<file path="config.mk">
export PLATFORM = sky130hd
export DESIGN_NAME = bootrom_read_port
export DESIGN_NICKNAME = d
export VERILOG_FILES = /design/src/rtl/bootrom_read_port.sv
export SDC_FILE = /design/constraint.sdc
export NUM_CORES = 1
export LEC_CHECK = 0
export CAP_MARGIN = 15
export CORE_MARGIN = 5
export CORE_UTILIZATION = 54
export DETAILED_ROUTE_END_ITERATION = 8
export HOLD_SLACK_MARGIN = 0.08
export MAX_ROUTING_LAYER = met4
export PLACE_DENSITY = 0.9
export SYNTH_ARGS = -nofsm -noshare
export SYNTH_HDL_FRONTEND = slang
export SYNTH_SLANG_ARGS = --single-unit
export TNS_END_PERCENT = 100
</file>
<file path="constraint.sdc">
create_clock -name clock -period 6.4 [get_ports clock]
set_clock_uncertainty 0.05 [all_clocks]
set_input_delay 1.28 -clock clock [delete_from_list [all_inputs] [get_ports clock]]
set_output_delay 1.28 -clock clock [all_outputs]
set_load 0.01 [all_outputs]
</file>
<file path="src/rtl/bootrom_read_port.sv">
// Read-port master for the synchronous mask-ROM macro.
// Takes byte-addressed burst requests, issues one word read per credit into
// the ROM, and returns the words through a small first-word-fall-through
// buffer. Misaligned requests return a single error beat without touching
// the ROM.
`timescale 1ns/1ps
module bootrom_read_port #(
  parameter int ADDR_BITS  = 11,
  parameter int DATA_BITS  = 32,
  parameter int LEN_BITS   = 4,
  parameter int FIFO_DEPTH = 2
) (
  input  logic                 clock,
  input  logic                 reset,
  input  logic                 req_valid,
  output logic                 req_ready,
  input  logic [ADDR_BITS+1:0] req_addr,
  input  logic [LEN_BITS-1:0]  req_len,
  output logic                 resp_valid,
  input  logic                 resp_ready,
  output logic [DATA_BITS-1:0] resp_data,
  output logic                 resp_last,
  output logic                 resp_err,
  output logic                 rom_me,
  output logic                 rom_oe,
  output logic [ADDR_BITS-1:0] rom_address,
  input  logic [DATA_BITS-1:0] rom_q
);

  localparam int PTR_W = (FIFO_DEPTH > 1) ? $clog2(FIFO_DEPTH) : 1;
  // Wide enough to hold FIFO_DEPTH + 1 (full buffer plus one word in flight).
  localparam int CNT_W = $clog2(FIFO_DEPTH + 2);
  localparam logic [CNT_W-1:0]  DEPTH_C  = CNT_W'(FIFO_DEPTH);
  localparam logic [PTR_W-1:0]  LAST_PTR = PTR_W'(FIFO_DEPTH - 1);
  localparam logic [LEN_BITS:0] ONE_BEAT = (LEN_BITS + 1)'(1);

  typedef enum logic [1:0] {IDLE, BURST, ERR} state_t;

  typedef struct packed {
    logic [DATA_BITS-1:0] data;
    logic                 last;
    logic                 err;
  } entry_t;

  state_t               state;
  logic [ADDR_BITS-1:0] word_addr;
  logic [LEN_BITS:0]    beats_left;
  logic                 inflight;
  logic                 inflight_last;

  entry_t               mem [FIFO_DEPTH];
  logic [PTR_W-1:0]     rd_ptr;
  logic [PTR_W-1:0]     wr_ptr;
  logic [CNT_W-1:0]     fifo_count;

  logic                 empty;
  logic                 pop;
  logic                 push;
  logic                 has_space;
  logic                 issue;
  logic                 issue_last;
  logic                 err_push;
  logic [CNT_W-1:0]     used;
  logic [CNT_W-1:0]     avail;
  entry_t               push_entry;
  entry_t               head;

  // Credit check: a slot must be free for every word already committed
  // (buffered or in flight), counting the slot the consumer frees this cycle.
  assign empty      = (fifo_count == '0);
  assign pop        = !empty && resp_ready;
  assign used       = fifo_count + CNT_W'(inflight);
  assign avail      = DEPTH_C + CNT_W'(pop);
  assign has_space  = (used < avail);
  assign issue      = (state == BURST) && has_space;
  assign issue_last = (beats_left == ONE_BEAT);
  assign err_push   = (state == ERR) && has_space;
  assign push       = inflight || err_push;
  assign head       = mem[rd_ptr];

  // Select what enters the buffer: the returning ROM word or an error marker.
  // NOTE: every always_comb output gets a default first so no path leaves it
  // unassigned, which would otherwise infer a latch.
  always_comb begin
    push_entry = '{data: '0, last: 1'b1, err: 1'b1};
    if (inflight) begin
      push_entry = '{data: rom_q, last: inflight_last, err: 1'b0};
    end
  end

  // Request FSM: accept, walk the burst one credit-gated issue at a time.
  // NOTE: state flops use non-blocking assignments so every flop samples
  // pre-edge values regardless of statement order.
  always_ff @(posedge clock) begin
    if (reset) begin
      state      <= IDLE;
      word_addr  <= '0;
      beats_left <= '0;
    end else begin
      case (state)
        IDLE: begin
          if (req_valid) begin
            if (req_addr[1:0] != 2'b00) begin
              state <= ERR;
            end else begin
              word_addr  <= req_addr[ADDR_BITS+1:2];
              beats_left <= {1'b0, req_len} + ONE_BEAT;
              state      <= BURST;
            end
          end
        end
        BURST: begin
          if (has_space) begin
            word_addr  <= word_addr + 1'b1;
            beats_left <= beats_left - ONE_BEAT;
            if (issue_last) state <= IDLE;
          end
        end
        ERR: begin
          if (has_space) state <= IDLE;
        end
        default: state <= IDLE;
      endcase
    end
  end

  // One-deep read pipeline: a word issued this cycle is captured next cycle.
  always_ff @(posedge clock) begin
    if (reset) begin
      inflight      <= 1'b0;
      inflight_last <= 1'b0;
    end else begin
      inflight      <= issue;
      inflight_last <= issue && issue_last;
    end
  end

  // Buffer pointers and occupancy.
  always_ff @(posedge clock) begin
    if (reset) begin
      rd_ptr     <= '0;
      wr_ptr     <= '0;
      fifo_count <= '0;
    end else begin
      if (push) wr_ptr <= (wr_ptr == LAST_PTR) ? '0 : wr_ptr + 1'b1;
      if (pop)  rd_ptr <= (rd_ptr == LAST_PTR) ? '0 : rd_ptr + 1'b1;
      if (push && !pop)      fifo_count <= fifo_count + 1'b1;
      else if (!push && pop) fifo_count <= fifo_count - 1'b1;
    end
  end

  // Buffer storage write.
  // NOTE: storage is deliberately not reset; occupancy is tracked by the
  // pointers and count, so stale entries are never presented as valid.
  always_ff @(posedge clock) begin
    if (push) mem[wr_ptr] <= push_entry;
  end

  // Outputs are forced to their idle values for the whole reset cycle.
  assign req_ready   = !reset && (state == IDLE);
  assign rom_me      = !reset && issue;
  assign rom_oe      = !reset;
  assign rom_address = reset ? '0 : word_addr;
  assign resp_valid  = !reset && !empty;
  assign resp_data   = reset ? '0 : head.data;
  assign resp_last   = !reset && !empty && head.last;
  assign resp_err    = !reset && !empty && head.err;

endmodule

</file>
* After elaboration in Yosys (flattened, before gate mapping)
Memory sizes are Yosys's and may differ from the RTL's. A register that Yosys moved wholly into a read port is not among the register bits.
Cells that the tools add are included.
** Word-level totals
- Bits in writable memories :: 68
- Memories :: 1
- Input port bits :: 53
- Latch bits :: 0
- Flip-flop bits (word level) :: 24
- Logic and storage cells :: 75
- Bits in read-only memories :: 0
** Operators by class
- Multiplexer cells :: 25
- Equality and inequality tests :: 8
- Shift operators :: 0
- Reductions and logical operators :: 23
- $add $sub $neg :: 9
- Divide/modulo/power cells :: 0
- $mul :: 0
- Bitwise logic cells :: 0
- $lt $le $gt $ge :: 1
** Memories
- mem :: depth 2, width 34, read ports 1, clocked after Yosys merged registers in 1, wr ports 1, line 51 : entry_t mem [FIFO_DEPTH];
** Operators by type and width (number)
- $mux 11 :: 4
- $mux 34 :: 1
- $mux 32 :: 1
- $pmux 11 s2 :: 1
- $mux 5 :: 3
- $mux 2 :: 7
- $add 11x1->11 const B :: 1
- $logic_and 1x1->1 :: 11
- $ne 2x2->1 const B :: 5
- $pmux 5 s2 :: 1
- $reduce_and 4->1 :: 2
- $mux 1 :: 6
- $pmux 2 s3 :: 1
- $reduce_bool 2->1 :: 3
- $add 4x1->5 const B :: 1
- $eq 5x1->1 const B :: 1
- $sub 5x1->5 const B :: 1
- $logic_not 1->1 :: 4
- $logic_not 2->1 :: 2
- $add 1x1->1 const B :: 2
- $add 2x1->2 :: 1
- $add 2x1->2 const A :: 1
- $add 2x1->2 const B :: 1
- $eq 2x1->1 const B :: 1
- 4 further kinds :: 4

* Longest topological paths before layout
Gate-level depths: netlist (run 1).
- Depth after elaboration :: 11
- Gate-level depth with buffers :: 9
- Mapped depth without buffers :: 9

* Worst setup path before layout (run 1)
OpenSTA, ideal clock, no wires.
- Kind :: input to register
- From :: input port resp_ready
- To :: memory mem[1][0] (netlist name), enable pin
- Stages on the path :: 4
- Required time :: 5919 ps
- Path buffers :: 0
- Arrival :: 3323 ps
- Slack :: 2596 ps
- Cell sequence :: and3b_1 o22a_1 a31oi_1 nor2b_1
** On the way
- Longest elaborated chain between the ends :: 7
** RTL lines
- start: declaration :: line 20 : input logic resp_ready,
- $logic_and 1x1->1 :: line 71 : assign pop = !empty && resp_ready;
- $add 2x1->2 :: line 73 : assign avail = DEPTH_C + CNT_W'(pop);
- $lt 2x2->1 :: line 74 : assign has_space = (used < avail);
- $logic_and 1x1->1 :: line 77 : assign err_push = (state == ERR) && has_space;
- $logic_or 1x1->1 :: line 78 : assign push = inflight || err_push;
- $mux 1 :: line 156 : if (push) mem[wr_ptr] <= push_entry;
- $mux 1 (implied by the code) :: line 156
- end: declaration :: line 51
No other way between the ends.

* Final worst setup path (run 1)
- From :: input port resp_ready
- To :: output port rom_me
** On the way
- Longest elaborated chain between the ends :: 5
** RTL lines
- $logic_and 1x1->1 :: line 71
- $add 2x1->2 :: line 73
- $lt 2x2->1 :: line 74
- $logic_and 1x1->1 :: line 75 : assign issue = (state == BURST) && has_space;
- $logic_and 1x1->1 :: line 161 : assign rom_me = !reset && issue;
- end: declaration :: line 24 : output logic rom_me,
No other way between the ends.

==> results.ini, run 1 <==
[grt]
grt_max_degree=65
grt_usage=0.200
grt_pass1_vias=3203
antenna_found_initial=0
grt_remaining_overflow=0
grt_pass1_wl_mm=15.3

[sta]
finalHoldViolCount=0
worst_pin_slew_ps=1060
rsz0062_at_grt=false
setup_ws_ps=1790
setup_viol=0
clock.fmax_mhz=217
tns_ps=0
fin_crit_ps=4610
period_share=0.720
max_slew_margin=0.294
slew_violations=0

[route]
firstDrtPassIters=4
routed_wl_mm=9.53
wl_per_cell_um=16.5
viasPerCell=5.46
postRouteAntennaNets=0
drt_drc_violations_left=0
drt-initial-drc-count=139
vias=3162

[placed_design]
portBuffers=101
pre_cts_ws_ps=1810
gp_congestion=0.823
placed_area_sq_um=5350
dp_hpwl_mm=6.39

[worst_setup_path]
worstPathArrival_ps=3280
cp.required_ps=5070
r2r-end=mem[1][2]
rr_startpoint=inflight
critPathMaxFanout=11
r2r_cells=5
startpoint=resp_ready
end_kind=output port
rrSetupSlack_ps=3010
crit_path_start_kind=input port
path_class=input port to output port

[cts]
cts_setup_buffers=0
ctsResizeCount=0
cts_tree=done
cts.htree.levels=3
cts.path.max_buffers=2
cts_num_sinks=93
clkLatencyLatePin_ps=350
cts_inserted_buffers=9
hold_buffers=0
clk_pin_slew_ps=90
cts_root_buf=clkbuf_8

[floorplan]
core_region_area_sq_um=7730
die_x_um=99.1
ios=102
rows=32
start_util=0.555
die-area_sq_um=9820
die_h_um=99.1

[layout]
drive_above_1_share=0.0524
fillers=531
antenna_cells=0
area_growth_pct=29.5
nets=531
postLayoutCellArea_sq_um=5550

[yosys]
ys.flop_type=edfxtp_1
synthTopCellsByCount=edfxtp_1, nor2_1, mux2i_1, and2_1, dfxtp_1
syn_avg_cell_area_sq_um=11.3
synth_edf_count=68
ys_ff_latch=93
async_flop_share=0
syn_area_sq_um=4290
ys_warn_count=0
ys_types=42
synthesis.nets=438
yosysSeqAreaShare=0.593
syn_inst=379
synth_top_area_cell=edfxtp_1
yosysMostFrequentCell=edfxtp_1
synth_area_leaders=edfxtp_1, dfxtp_1, mux2i_1
synth_top_area_frac=0.476

[min_path]
hp-class=flop to flop
hold_depth=2
worstHoldEndpoint=beats_left[1]
worstHoldStart=beats_left[1]

[run]
max-cap-violations=0

[power_and_ir_drop]
power.leakage_nw=1.96
fin_total_pwr_mw=1.49
p_per_area_nw_per_um2=269
ir_drop_v=0.000128

[outcome]
outcome=finished, final reports clean

==> routing by layer <==
metal | share of wire | wire length (um) | GRT usage
met2 | 0.51 | 4870 | 0.342
met3 | 0.063 | 597 | 0.0295
met4 | 0.0086 | 82 | 0.0662
met5 | 0 | 0 | -
met1 | 0.42 | 3980 | 0.243
==> report_power, final <==
group	total [mW]	leakage, nW	internal [mW]	switching [mW]
Combinational	0.345	1.01	0.192	0.153
Sequential	0.755	0.852	0.690	0.0654
Clock	0.394	0.0975	0.185	0.209
==> cell type report <==
class / count / area, sq um / area share
clock buffers: 10 / 128 / 0.0230
clock inverters: 6 / 72.6 / 0.0131
inverters: 12 / 45.0 / 0.00812
multi-input cells: 253 / 1610 / 0.291
flip-flops and latches: 93 / 2540 / 0.458
well taps: 102 / 128 / 0.0230
repair buffers: 103 / 1020 / 0.184
==> state kept, by name (all words and copies together), names as in the netlist, named ones only <==
name	cells
beats_left	5
fifo_count	2
inflight	1
inflight_last	1
mem	68
rd_ptr	1
state	2
word_addr	11
wr_ptr	1
==> metrics by stage <==
stage | utilization | std cells | hold slack [ps]
after floorplan | - | 379 | 395
after global placement | 0.692 | 563 | 410
after detailed placement | 0.692 | 563 | 418
after CTS | 0.718 | 579 | 430
after global routing | 0.718 | 579 | 452
final | 0.718 | 579 | 429
==> critical path: stages <==
cell and delay, ps:
clkdlybuf4s50_1 440, and3b_1 190, o22ai_1 690, nor3_1 150, clkdlybuf4s50_1 530
==> how the worst max path moves through the flow <==
stage	to	cells after the start	slack, ps
global placement	rom_me	5	1830
detailed placement	rom_me	5	1810
CTS	rom_me	5	1790
floorplan	mem[1][0]	4	2600
finish	rom_me	5	1790
global route	rom_me	5	1570
==> placed cells by master, fill, tap and decap left out, drive strengths merged, types with 3 or more instances in the layout <==
cell type and count:
and4 3, clkdlybuf4s50 100, clkbuf 10, buf 3, a31oi 3, nor2b 12, a21oi 20, xor2 6
o32ai 4, inv 14, nand3 6, edfxtp 68, and2 32, mux2i 34, ha 6, nand4 3
nor3 13, nor2 51, nand2 19, o21ai 12, nand2b 5, dfxtp 25
==> logic make-up after synthesis <==
group	after synthesis	synth area share
AOI/OAI and AO/OA	53	0.0820
adders and majority gates	6	0.0175
and+or+nand+nor	154	0.182
buffers and inverters	33	0.0341
xor gates and xnor gates	6	0.0123
muxes	34	0.0794
DFF	93	0.593
(Power assumes the default switching activity.)
==> run 2: changes to the inputs <==
CORE_UTILIZATION = 45   (was 54)
PLACE_DENSITY = 0.8   (was 0.9)
clock period = 4 ns   (was 6.4 ns; I/O delays follow)
==> results.ini, run 2 (same netlist as run 1, synthesis figures left out) <==
[sta]
clock.fmax_mhz=301
finalHoldViolCount=0  ; unchanged
max_slew_margin=0.460  ; was 0.294
worst_pin_slew_ps=810  ; was 1060 ps
setup_viol=0  ; unchanged
holdWs_ps=431  ; was 429 ps
rsz0062_at_grt=false  ; unchanged
tns_ps=0  ; unchanged
slew_violations=0  ; unchanged
fin_crit_ps=3330
period_share=0.831
setup_ws_ps=675  ; was 1790 ps

[floorplan]
die_h_um=108  ; was 99.1 um
rows=35  ; was 32
ios=102  ; unchanged
die-area_sq_um=11600  ; was 9820 sq um
core_region_area_sq_um=9280  ; was 7730 sq um
die_x_um=108  ; was 99.1 um
start_util=0.462  ; was 0.555

[route]
drt-initial-drc-count=159  ; was 139
met1_length_mm=4.37  ; was 3.98 mm
viasPerCell=5.23  ; was 5.46
met3WireLength_um=509  ; was 597 um
firstDrtPassIters=4  ; unchanged
drt_drc_violations_left=0  ; unchanged
postRouteAntennaNets=0  ; unchanged
routed-wl-met2_mm=4.82  ; was 4.87 mm
vias=3208  ; was 3162
top_layer=met4  ; unchanged
routed_wl_mm=9.75  ; was 9.53 mm
wl_per_cell_um=15.9  ; was 16.5 um

[layout]
drive_above_1_share=0.0661  ; was 0.0524
antenna_cells=0  ; unchanged
fillers=780  ; was 531
multi_input_area_sq_um=1610  ; unchanged
area_growth_pct=32.0  ; was 29.5%
mostFrequentLayoutCells=clkdlybuf4s50_1, edfxtp_1, nor2_1  ; unchanged
seq_area_sq_um=2540  ; unchanged
nets=538  ; was 531
final_common_cell=clkdlybuf4s50_1  ; unchanged
top_register=mem  ; unchanged
largest_reg_flops=68  ; unchanged
largestRegisters=mem x68, word_addr x11, beats_left x5  ; unchanged
postLayoutCellArea_sq_um=5660  ; was 5550 sq um

[placed_design]
portBuffers=101  ; unchanged
pre_cts_ws_ps=676  ; was 1810 ps
dp_hpwl_mm=6.76  ; was 6.39 mm
placed_area_sq_um=5440  ; was 5350 sq um
gp_congestion=0.842  ; was 0.823

[power_and_ir_drop]
clkPwrFrac=0.281  ; was 0.263
power.leakage_nw=2.01  ; was 1.96 nW
ir_drop_v=0.000198  ; was 0.000128 V
pwr-share-seq=0.472  ; was 0.506
p_per_area_nw_per_um2=435  ; was 269 nW/um^2
p_int_mw=1.78  ; was 1.07 mW
comb_power_share=0.248  ; was 0.231
swShare=0.278  ; was 0.286
power_switching_mw=0.684  ; was 0.427 mW

[cts]
cts_root_buf=clkbuf_8  ; unchanged
cts_setup_buffers=0  ; unchanged
clkLatencyLatePin_ps=350  ; about the same
cts.path.max_buffers=2  ; unchanged
cts_num_sinks=93  ; unchanged
hold_buffers=0  ; unchanged
ctsResizeCount=0  ; unchanged
cts_inserted_buffers=9  ; unchanged
clk_pin_slew_ps=80  ; was 90 ps
cts.htree.levels=3  ; unchanged
cts_tree=done  ; unchanged

[min_path]
hold_depth=2  ; unchanged
hp-class=flop to flop  ; unchanged

[worst_setup_path]
critPathMaxFanout=3  ; was 11
path_class=input port to output port  ; unchanged
crit_path_start_kind=input port  ; unchanged
r2r_cells=8  ; was 5
cp.required_ps=3150  ; was 5070 ps
end_kind=output port  ; unchanged
worstPathArrival_ps=2480  ; was 3280 ps

[grt]
grt_max_degree=36  ; was 65
grt_pass1_vias=3257  ; was 3203
grt_remaining_overflow=0  ; unchanged
grt_usage=0.177  ; was 0.200
grt_pass1_wl_mm=15.7  ; was 15.3 mm
antenna_found_initial=0  ; unchanged

[run]
max-cap-violations=0  ; unchanged

[outcome]
outcome=finished, final reports clean  ; unchanged

run 2: final cells by class:
| type | instances | share of cell area |
|---|---|---|
| sequential | 93 | 0.450 |
| multi-input combinational | 253 | 0.285 |
| timing repair buffer | 110 | 0.190 |
| tap | 129 | 0.0285 |
| clock buffer | 10 | 0.0226 |
| clock inverter | 6 | 0.0164 |
| inverter | 12 | 0.00796 |
run 2: final timing paths:
kind	start	end	slack (ps)
max	resp_ready	rom_me	670
max reg2reg	fifo_count[0]	fifo_count[1]	1360
min reg2reg	beats_left[1]	beats_left[1]	430
min	beats_left[1]	beats_left[1]	430
run 2: worst max-delay path: stages:
cell and delay [ps]:
clkdlybuf4s50_1 500, and3b_1 190, o22ai_1 110, nor3_1 260
clkdlybuf4s50_1 620
run 2: power by group through the flow:
stage | clock (mW) | sequential, mW | combinational (mW)
global route | 0.751 | 1.17 | 0.660
global placement | 0 | 1.18 | 0.600
floorplan | 0 | 1.15 | 0.375
CTS | 0.708 | 1.16 | 0.616
finish | 0.691 | 1.16 | 0.609
detailed placement | 0 | 1.18 | 0.614
run 2: per-layer routing:
layer | track usage | up-vias
met5 | - | -
met4 | 0.0424 | 0
met3 | 0.0432 | 7
met2 | 0.298 | 111
met1 | 0.217 | 1541
li1 | - | 1549
run 2: per-stage QoR:
stage	util	power, mW	instances
2_1_floorplan	-	1.53	379
3_3_place_gp	0.586	1.78	597
3_5_place_dp	0.586	1.80	597
4_1_cts	0.609	2.49	613
5_1_grt	0.609	2.58	613
6_report	0.609	2.46	613
==> run 3: changes to the inputs <==
CORE_UTILIZATION = 50   (was 45)
PLACE_DENSITY = 0.84   (was 0.8)
clock period = 3.1 ns   (was 4 ns; I/O delays follow)
==> results.ini, run 3 (same netlist as run 1, synthesis figures left out) <==
[placed_design]
gp_congestion=0.832  ; was 0.842
dp_hpwl_mm=6.81  ; was 6.76 mm
placed_area_sq_um=5460  ; was 5440 sq um
portBuffers=101  ; unchanged
placedCellCount=575  ; was 597

[worst_setup_path]
critPathMaxFanout=6  ; was 3
cp_slowest_stage_delay_ps=590  ; was 620 ps
cp.required_ps=2430  ; was 3150 ps
slowest_stage=clkdlybuf4s50_1  ; unchanged
worstPathArrival_ps=2280  ; was 2480 ps
critPathTopFamily=buffers and inverters  ; unchanged
end_kind=output port  ; unchanged
path_class=flop to output port  ; was input port to output port
crit_path_start_kind=flop  ; was input port
cp_num_buf_inv=1  ; was 2
path_cells=ha_1 -> and3b_1 -> o22ai_1 -> nor3_2 -> clkdlybuf4s50_1  ; was clkdlybuf4s50_1 -> and3b_1 -> o22ai_1 -> nor3_1 -> clkdlybuf4s50_1

[route]
wl_per_cell_um=16.4  ; was 15.9 um
viasPerCell=5.45  ; was 5.23
firstDrtPassIters=5  ; was 4
postRouteAntennaNets=0  ; unchanged
routed_wl_mm=9.68  ; was 9.75 mm
vias=3222  ; was 3208
drt_drc_violations_left=0  ; unchanged
drt-initial-drc-count=169  ; was 159

[cts]
cts_num_sinks=93  ; unchanged
clk_pin_slew_ps=90  ; was 80 ps
cts_inserted_buffers=9  ; unchanged
cts.htree.levels=3  ; unchanged
clkLatencyLatePin_ps=350  ; about the same
cts_tree=done  ; unchanged
cts_root_buf=clkbuf_8  ; unchanged
cts_setup_buffers=0  ; unchanged
cts.path.max_buffers=2  ; unchanged

[sta]
worst_pin_slew_ps=421  ; was 810 ps
rsz0062_at_grt=false  ; unchanged
holdWs_ps=448  ; was 431 ps
tns_ps=0  ; unchanged
clock.fmax_mhz=339
period_share=0.953
finalHoldViolCount=0  ; unchanged
setup_viol=0  ; unchanged
slew_violations=0  ; unchanged
fin_crit_ps=2950
max_slew_margin=0.716  ; was 0.460

[power_and_ir_drop]
clkPwrFrac=0.248  ; was 0.281
power.leakage_nw=2.02  ; was 2.01 nW
swShare=0.297  ; was 0.278
power_switching_mw=0.912  ; was 0.684 mW
pwr-share-seq=0.485  ; was 0.472
p_per_area_nw_per_um2=544  ; was 435 nW/um^2
p_int_mw=2.16  ; was 1.78 mW
comb_power_share=0.268  ; was 0.248
ir_drop_v=0.000259  ; was 0.000198 V

[grt]
grt_max_degree=36  ; unchanged
gr-usage-met2=0.345  ; was 0.298
antenna_found_initial=0  ; unchanged
grt_pass1_wl_mm=15.6  ; was 15.7 mm
grt_use_met1=0.232  ; was 0.217
grt_usage=0.196  ; was 0.177
globalRoute.busiestLayer=met2  ; unchanged
grt_remaining_overflow=0  ; unchanged
grt_pass1_vias=3314  ; was 3257
grt_util_met3=0.0379  ; was 0.0432

[floorplan]
start_util=0.517  ; was 0.462
rows=33  ; was 35
ios=102  ; unchanged
die_x_um=103  ; was 108 um
core_region_area_sq_um=8300  ; was 9280 sq um
die-area_sq_um=10500  ; was 11600 sq um
die_h_um=103  ; was 108 um

[layout]
postLayoutCellArea_sq_um=5650  ; was 5660 sq um
largest_reg_flops=68  ; unchanged
nets=540  ; was 538
largestRegisters=mem x68, word_addr x11, beats_left x5  ; unchanged
mostFrequentLayoutCells=clkdlybuf4s50_1, edfxtp_1, nor2_1  ; unchanged
final_common_cell=clkdlybuf4s50_1  ; unchanged
area_growth_pct=31.8  ; was 32.0%
top_register=mem  ; unchanged
seq_area_sq_um=2540  ; unchanged
multi_input_area_sq_um=1620  ; was 1610 sq um
fillers=612  ; was 780
drive_above_1_share=0.0741  ; was 0.0661
antenna_cells=0  ; unchanged
final_cells=591  ; was 613

[run]
max-cap-violations=0  ; unchanged

[min_path]
hp-class=flop to flop  ; unchanged

[outcome]
outcome=finished, final reports clean  ; unchanged

-- run 3: layout make-up --
type                    count  area share
clock buffers               9      0.0219
clock inverters             7      0.0111
inverters                  12     0.00797
multi-input cells         253       0.286
flip-flops and latches     93       0.450
well taps                 105      0.0233
repair buffers            112       0.199
-- run 3: worst register-to-register path: cells and delay by family (launching register included) --
| kind | cells | cell delay (ps) |
|---|---|---|
| adder cells (fa/ha/maj) | 1 | 290 |
| buffers and inverters | 2 | 420 |
| AO/OA/AOI/OAI | 2 | 340 |
| AND/OR/NAND/NOR | 2 | 510 |
| flip-flops | 1 | 460 |
-- run 3: path summary, 6_finish.rpt --
path              cells after the start  slack [ps]       endpoint          start
setup / recovery                      5         150         rom_me  fifo_count[0]
hold / removal                        2         450  beats_left[1]  beats_left[1]
setup reg to reg                      7         760     mem[0][25]  fifo_count[0]
hold reg to reg                       2         450  beats_left[1]  beats_left[1]
-- run 3: through the flow --
| stage | power (mW) | worst slack (ps) | util |
|---|---|---|---|
| 3_3_place_gp | 2.31 | 164 | 0.658 |
| 2_1_floorplan | 1.97 | 477 | - |
| 5_1_grt | 3.23 | 29.1 | 0.681 |
| 6_report | 3.07 | 146 | 0.681 |
| 3_5_place_dp | 2.34 | 151 | 0.658 |
| 4_1_cts | 3.10 | 62.7 | 0.680 |
-- run 3: routing by layer --
| metal | vias to the layer above | part of all wire |
|---|---|---|
| li1 | 1556 | - |
| met1 | 1526 | 0.41 |
| met2 | 128 | 0.51 |
| met3 | 12 | 0.062 |
| met4 | 0 | 0.015 |
| met5 | - | 0 |
-- run 3: power by group through the flow --
stage,logic (mW),registers [mW],clock network (mW)
2_1_floorplan,0.485,1.49,0
3_3_place_gp,0.800,1.51,0
3_5_place_dp,0.824,1.52,0
4_1_cts,0.829,1.49,0.780
5_1_grt,0.892,1.50,0.838
6_report,0.823,1.49,0.761
-- run 3: repair_timing --
item                       4_1_cts  5_1_grt
gates resized for setup          0        1
hold buffers                     0        0
setup endpoints to repair        0        1
